## config.mk

```make
export PLATFORM = sky130hd
export DESIGN_NAME = ccff_bitstream_loader
export DESIGN_NICKNAME = d
export VERILOG_FILES = /design/src/rtl/ccff_bitstream_loader.sv
export SDC_FILE = /design/constraint.sdc
export NUM_CORES = 1
export LEC_CHECK = 0
export ABC_AREA = 1
export CORE_MARGIN = 4
export CORE_UTILIZATION = 45
export DETAILED_ROUTE_END_ITERATION = 10
export PLACE_DENSITY = 0.65
export SLEW_MARGIN = 10
export SYNTH_ARGS = -nofsm -noshare
export SYNTH_HDL_FRONTEND = slang
export SYNTH_SLANG_ARGS = --single-unit
```

## constraint.sdc

```tcl
create_clock -name prog_clk -period 3.45 [get_ports prog_clk]
set_input_delay 0.345 -clock prog_clk [delete_from_list [all_inputs] [get_ports prog_clk]]
set_output_delay 0.345 -clock prog_clk [all_outputs]
set_load 0.1 [all_outputs]
```

## src/rtl/ccff_bitstream_loader.sv

```systemverilog
// Serialises a byte stream MSB-first into a ccff configuration chain and
// accumulates the parity of the bits that emerge from the chain tail.
//
//   state        | meaning
//   ST_IDLE      | waiting for start
//   ST_WAIT_BYTE | byte_ready high, waiting for the next bitstream byte
//   ST_SHIFT     | one bit per cycle into the chain head
//   ST_DONE      | one-cycle done pulse, then back to idle
module ccff_bitstream_loader #(
   parameter int CHAIN_LEN = 64,
   parameter int CNT_W     = 16
) (
   input  logic       prog_clk,
   input  logic       prog_reset,
   input  logic       start,
   input  logic       abort,
   input  logic [7:0] byte_data,
   input  logic       byte_valid,
   output logic       byte_ready,
   output logic       ccff_head,
   input  logic       ccff_tail,
   output logic       shift_en,
   output logic       busy,
   output logic       done,
   output logic       tail_parity
);

   typedef enum logic [1:0] {
      ST_IDLE,
      ST_WAIT_BYTE,
      ST_SHIFT,
      ST_DONE
   } state_t;

   // Counter value during the shift that completes the chain.
   localparam logic [CNT_W-1:0] LAST_CNT = CNT_W'(CHAIN_LEN - 1);

   state_t           state_q, state_d;
   logic [CNT_W-1:0] bit_cnt_q, bit_cnt_d;
   logic [2:0]       idx_q, idx_d;
   logic [7:0]       sr_q, sr_d;
   logic             par_q, par_d;

   always_ff @(posedge prog_clk) begin
      if (prog_reset) begin
         state_q   <= ST_IDLE;
         bit_cnt_q <= '0;
         idx_q     <= '0;
         sr_q      <= '0;
         par_q     <= 1'b0;
      end else begin
         state_q   <= state_d;
         bit_cnt_q <= bit_cnt_d;
         idx_q     <= idx_d;
         sr_q      <= sr_d;
         par_q     <= par_d;
      end
   end

   always_comb begin
      state_d   = state_q;
      bit_cnt_d = bit_cnt_q;
      idx_d     = idx_q;
      sr_d      = sr_q;
      par_d     = par_q;
      case (state_q)
         ST_IDLE: begin
            if (start) begin
               bit_cnt_d = '0;
               par_d     = 1'b0;
               state_d   = ST_WAIT_BYTE;
            end
         end
         ST_WAIT_BYTE: begin
            if (abort) begin
               state_d = ST_IDLE;
            end else if (byte_valid) begin
               sr_d    = byte_data;
               idx_d   = '0;
               state_d = ST_SHIFT;
            end
         end
         ST_SHIFT: begin
            sr_d      = {sr_q[6:0], 1'b0};
            bit_cnt_d = bit_cnt_q + CNT_W'(1);
            idx_d     = idx_q + 3'd1;
            par_d     = par_q ^ ccff_tail;
            // Chain-full wins over end-of-byte: leftover low bits are dropped.
            if (abort) begin
               state_d = ST_IDLE;
            end else if (bit_cnt_q == LAST_CNT) begin
               state_d = ST_DONE;
            end else if (idx_q == 3'd7) begin
               state_d = ST_WAIT_BYTE;
            end
         end
         ST_DONE: begin
            state_d = ST_IDLE;
         end
         default: begin
            state_d = ST_IDLE;
         end
      endcase
   end

   // Gated by reset so the chain does not advance on the edge that resets us.
   assign byte_ready  = !prog_reset && (state_q == ST_WAIT_BYTE);
   assign shift_en    = !prog_reset && (state_q == ST_SHIFT);
   assign ccff_head   = !prog_reset && (state_q == ST_SHIFT) && sr_q[7];
   assign busy        = !prog_reset && (state_q != ST_IDLE);
   assign done        = !prog_reset && (state_q == ST_DONE);
   assign tail_parity = par_q;

endmodule

```

Word level (Yosys, flattened, before mapping). Cells that the tools add are included. W data, S select, Z words.

Reductions and logical operators: 13. Eq/ne operators: 10. Bitwise logic cells: 1. $add $sub $neg: 2. Muxes and demuxes: 17.

Operator list (count): $pmux W16 S2 (1); $add A16 B1 Y16 const B (1); $eq A16 B6 Y1 const B (1); $mux W16 (1); $mux W8 (2); $pmux W8 S2 (1); $mux W2 (6); $pmux W2 S4 (1); $mux W3 (2); $ne A2 B2 Y1 const B (3); $pmux W3 S2 (1); $reduce_and A3 Y1 (2); $reduce_bool A2 Y1 (3); $logic_and A1 B1 Y1 (5); $eq A2 B2 Y1 const B (2); $ne A4 B4 Y1 const B (1); $add A3 B1 Y3 const B (1); $eq A3 B3 Y1 const B (1); $ne A3 B3 Y1 const B (1); $eq A2 B1 Y1 const B (1); $logic_not A2 Y1 (1); $pmux W1 S2 (1); $reduce_and A2 Y1 (1); $logic_not A1 Y1 (1); 2 further kinds (2).

Flip-flop bits (word level): 30. Logic and storage cells: 48. Bits of input ports: 14.

Depth between registers and ports, before layout.
Depth in word-level cells: 5. Gate-level depth with buffers: 9. Mapped depth without buffers: 9.

Least setup slack after synthesis. Ideal clock, no wire load.

Path type: register to output. From: reg state_q[1]. To: out ccff_head. Arrival: 2.666 ns. Required time: 3.105 ns. Setup slack: 0.439 ns. Stages on the path, launching flop included: 4. Cell sequence: dfxtp_1 nand2_2 buf_4 nor3_1.

Cells in the longest elaborated chain, start to end: 3.

Ends and longest elaborated chain: start: declaration (line 38) `state_t state_q, state_d;`; start signal: assignment (line 52) `state_q <= state_d;`; $eq A2 B2 Y1 (line 109) `assign ccff_head = !prog_reset && (state_q == ST_SHIFT) && sr_q[7];`; $logic_and A1 B1 Y1 (2 in a row) (line 109); end: declaration (line 20) `output logic ccff_head,`.

Every way passes these cells.

Final worst setup path.
From: in prog_reset. To: out done.

Cells in the longest elaborated chain, start to end: 2.

Ends and longest elaborated chain: start: declaration (line 14) `input logic prog_reset,`; $logic_not A1 Y1 (line 111) `assign done = !prog_reset && (state_q == ST_DONE);`; $logic_and A1 B1 Y1 (line 111); end: declaration (line 24) `output logic done,`.

Every way passes these cells.

==> metrics.txt <==
Crit Path Class=in -> out; Post-Route WL=3570 um; Pwr Total=0.000760 W; internal power=0.000549 W; status=finished, final reports clean; H-tree Lvls=2; RSZ-0062 raised after global routing=no; combinational fraction of design power=0.143; reg2reg setup slack=1.74 ns; Antenna Cells=0; number of global-route vias before repair=1,456; post-CTS setup repair buffer count=0; port bufs=19; Die Ht=68.7 um; Via Count=1,550; initial antenna violation count=0; # Max-Cap Violations=0; Leak Pwr=0.728 nW; CP required=3.11 ns; placer congestion estimate=0.769; num ports=20; final count of hold timing violations=0; largest area contributor in the netlist=dfxtp_1; Post-Synthesis Cells=245; Worst Path Arrival=1.80 ns; Final Util=0.563; Max FO, Critical Path=19; Cell variety after synth=29; mapped cell area=1660 um2; Clk Latency, worst-skew pair=0.28 ns; worst reg2reg path depth=8; Congestion Overflow GR=0; total CTS buffers=5; dpl hpwl=2560 um; Flop pwr share=0.474; Nets=281; switch share=0.277; setup tns final=0 ns; Final Skew=0.00312 ns; min Tclk post-route=2.14 ns; Initial Util=0.482; CP max-delay cell=clkdlybuf4s50_1; Clock Tree Root=clkbuf_8; yosys synthesis warning count=0; syn_nets=262; maximum vdd drop=0.263 mV; worst slew pin tran=0.969 ns; die width=68.7 um; Worst-path clk slew=0.06 ns; hold path start=sr_q[0]$_SDFFE_PP0P_; Hold WC Path Type=reg -> reg; Area contributors post-synth=dfxtp_1, nand2_1, nor2_1; Hold Path Cell Cnt=2; worst r2r src=state_q[1]$_SDFFE_PP0P_; first-pass GRT wire length=6320 um; Fmax achieved=466 MHz; Clock Sink Count=30; Clk network pwr share=0.383; ANT nets after route=0; Residual DRC=0; Slew HR=0.352; die area=4720 um2; Final setup viols=0; fillers=346; Critical R2R Capture=bit_cnt_q[11]$_SDFFE_PP0P_; pre-CTS setup slack=1.23 ns; hold endpoint=sr_q[0]$_SDFFE_PP0P_; Longest Clk Path Bufs=2; Power Density=393 nW/um2; Vias/cell=4.98; area of the core=3440 um2; site row count=21; Final Slew Violations=0; drt wl/cell=11.5 um; fin crit share=0.621; mean area per synthesized cell=6.77 um2; multi-input logic area=917 um2; sw power=0.000211 W; DRT Pass-1 Iters=4; All-Layer GR Usage=0.181; CTS tree=built; number of DRC markers in iteration 0=78; cells along the critical path=clkdlybuf4s50_1 > nor3_1 > buf_4; hold buffer count at cts=0; CP Capture Type=output port; sequential cell area=601 um2; Setup crit start kind=input port; area delta synth->final=16.8%; Synth top area share=0.362; largest net degree at the start of global routing=23; post-synthesis sequential area ratio=0.362; post-route setup slack=1.31 ns; flops & latches, synth=30; share of cells above drive strength 1=0.140; Largest stage delay, worst path=0.78 ns; number of gates resized after CTS=0
-- metrics by stage --
stage	hold slack, ns	area (um2)	instances
6_report	0.467	1940	311
5_1_grt	0.499	1940	311
4_1_cts	0.469	1940	311
3_5_place_dp	0.460	1850	303
3_3_place_gp	0.461	1850	303
2_1_floorplan	0.439	1660	245
-- kinds of logic (layout without fill, tap and decap cells) --
| logic type | count (synthesis) | count (layout) | share of synthesized area |
|---|---|---|---|
| flip-flops | 30 | 30 | 0.362 |
| adder cells (fa/ha/maj) | 3 | 3 | 0.0226 |
| buffers and inverters | 31 | 51 | 0.0845 |
| AND/OR/NAND/NOR | 138 | 138 | 0.382 |
| AO/OA/AOI/OAI | 43 | 43 | 0.149 |
-- per-layer routing --
| layer | vias up | share of wire | track usage | wire length [um] |
|---|---|---|---|---|
| met5 | - | 0 | 0 | 0 |
| met4 | 0 | 0.019 | 0.0827 | 67 |
| met3 | 7 | 0.055 | 0.0454 | 196 |
| met2 | 30 | 0.42 | 0.281 | 1500 |
| met1 | 681 | 0.50 | 0.234 | 1800 |
| li1 | 832 | - | - | - |
-- synth_stat cells (all sizes together) --
library cell	count
nand2	74
nor2	41
dfxtp	30
inv	24
nand3	19
a21oi	17
o21ai	13
a31oi	6
buf	6
ha	3
nor3	3
a22oi	2
a211oi	1
a21boi	1
clkbuf	1
nand4	1
o211ai	1
o221ai	1
o31ai	1
-- critical path, delay by kind of cell --
family                 cells  cell delay [ns]
buffers and inverters      2             1.11
AND/OR/NAND/NOR            1             0.34
-- power groups by stage --
stage	clock network (W)	registers [W]	logic [W]
2_1_floorplan	0	0.000369	0.0000759
3_3_place_gp	0	0.000368	0.000109
3_5_place_dp	0	0.000368	0.000109
4_1_cts	0.000300	0.000360	0.000109
5_1_grt	0.000314	0.000361	0.000119
6_report	0.000291	0.000360	0.000109
-- cells in the final DEF, fill, tap and decap left out --
| cell type | netlist | final |
|---|---|---|
| nand2_2 | 8 | 8 |
| nand2_4 | 2 | 2 |
| a21boi_0 | 1 | 1 |
| dfxtp_1 | 30 | 30 |
| o221ai_1 | 1 | 1 |
| nand4_1 | 1 | 1 |
| clkbuf_1 | 0 | 1 |
| nor2_2 | 2 | 2 |
| a31oi_1 | 6 | 6 |
| inv_4 | 1 | 1 |
| nor3_2 | 1 | 1 |
| nor2_1 | 35 | 35 |
| ha_1 | 3 | 3 |
| clkdlybuf4s50_1 | 0 | 14 |
| a211oi_2 | 1 | 1 |
| nand3_2 | 2 | 2 |
| a22oi_1 | 2 | 2 |
| buf_4 | 2 | 5 |
| inv_1 | 19 | 19 |
| a21oi_1 | 17 | 17 |
| clkinv_2 | 0 | 1 |
| inv_2 | 4 | 4 |
| clkbuf_8 | 1 | 6 |
| nand2_1 | 64 | 64 |
| nor3_1 | 2 | 2 |
| nor2_4 | 4 | 4 |
| o31ai_1 | 1 | 1 |
| o211ai_1 | 1 | 1 |
| nand3_1 | 17 | 17 |
| o21ai_0 | 13 | 13 |
-- worst max path at each step --
stage,cells past startpoint,from,endpoint
after detailed placement,4,prog_reset,sr_q[7]$_SDFFE_PP0P_
after floorplan,3,state_q[1]$_SDFFE_PP0P_,ccff_head
after global routing,3,prog_reset,done
after global placement,4,prog_reset,sr_q[7]$_SDFFE_PP0P_
after CTS,3,prog_reset,done
final,3,prog_reset,done
-- final cells by class --
cell class | instances | share of cell area
sequential | 30 | 0.310
timing repair buffer | 19 | 0.0917
clock buffer | 7 | 0.0446
inverter | 24 | 0.0478
tap | 46 | 0.0297
clock inverter | 1 | 0.00258
multi-input combinational | 184 | 0.474
-- registers in the layout (all words and copies together), names as in the netlist --
signal,count
sr_q,8
bit_cnt_q,16
idx_q,3
state_q,2
tail_parity,1
(Power assumes the default switching activity.)
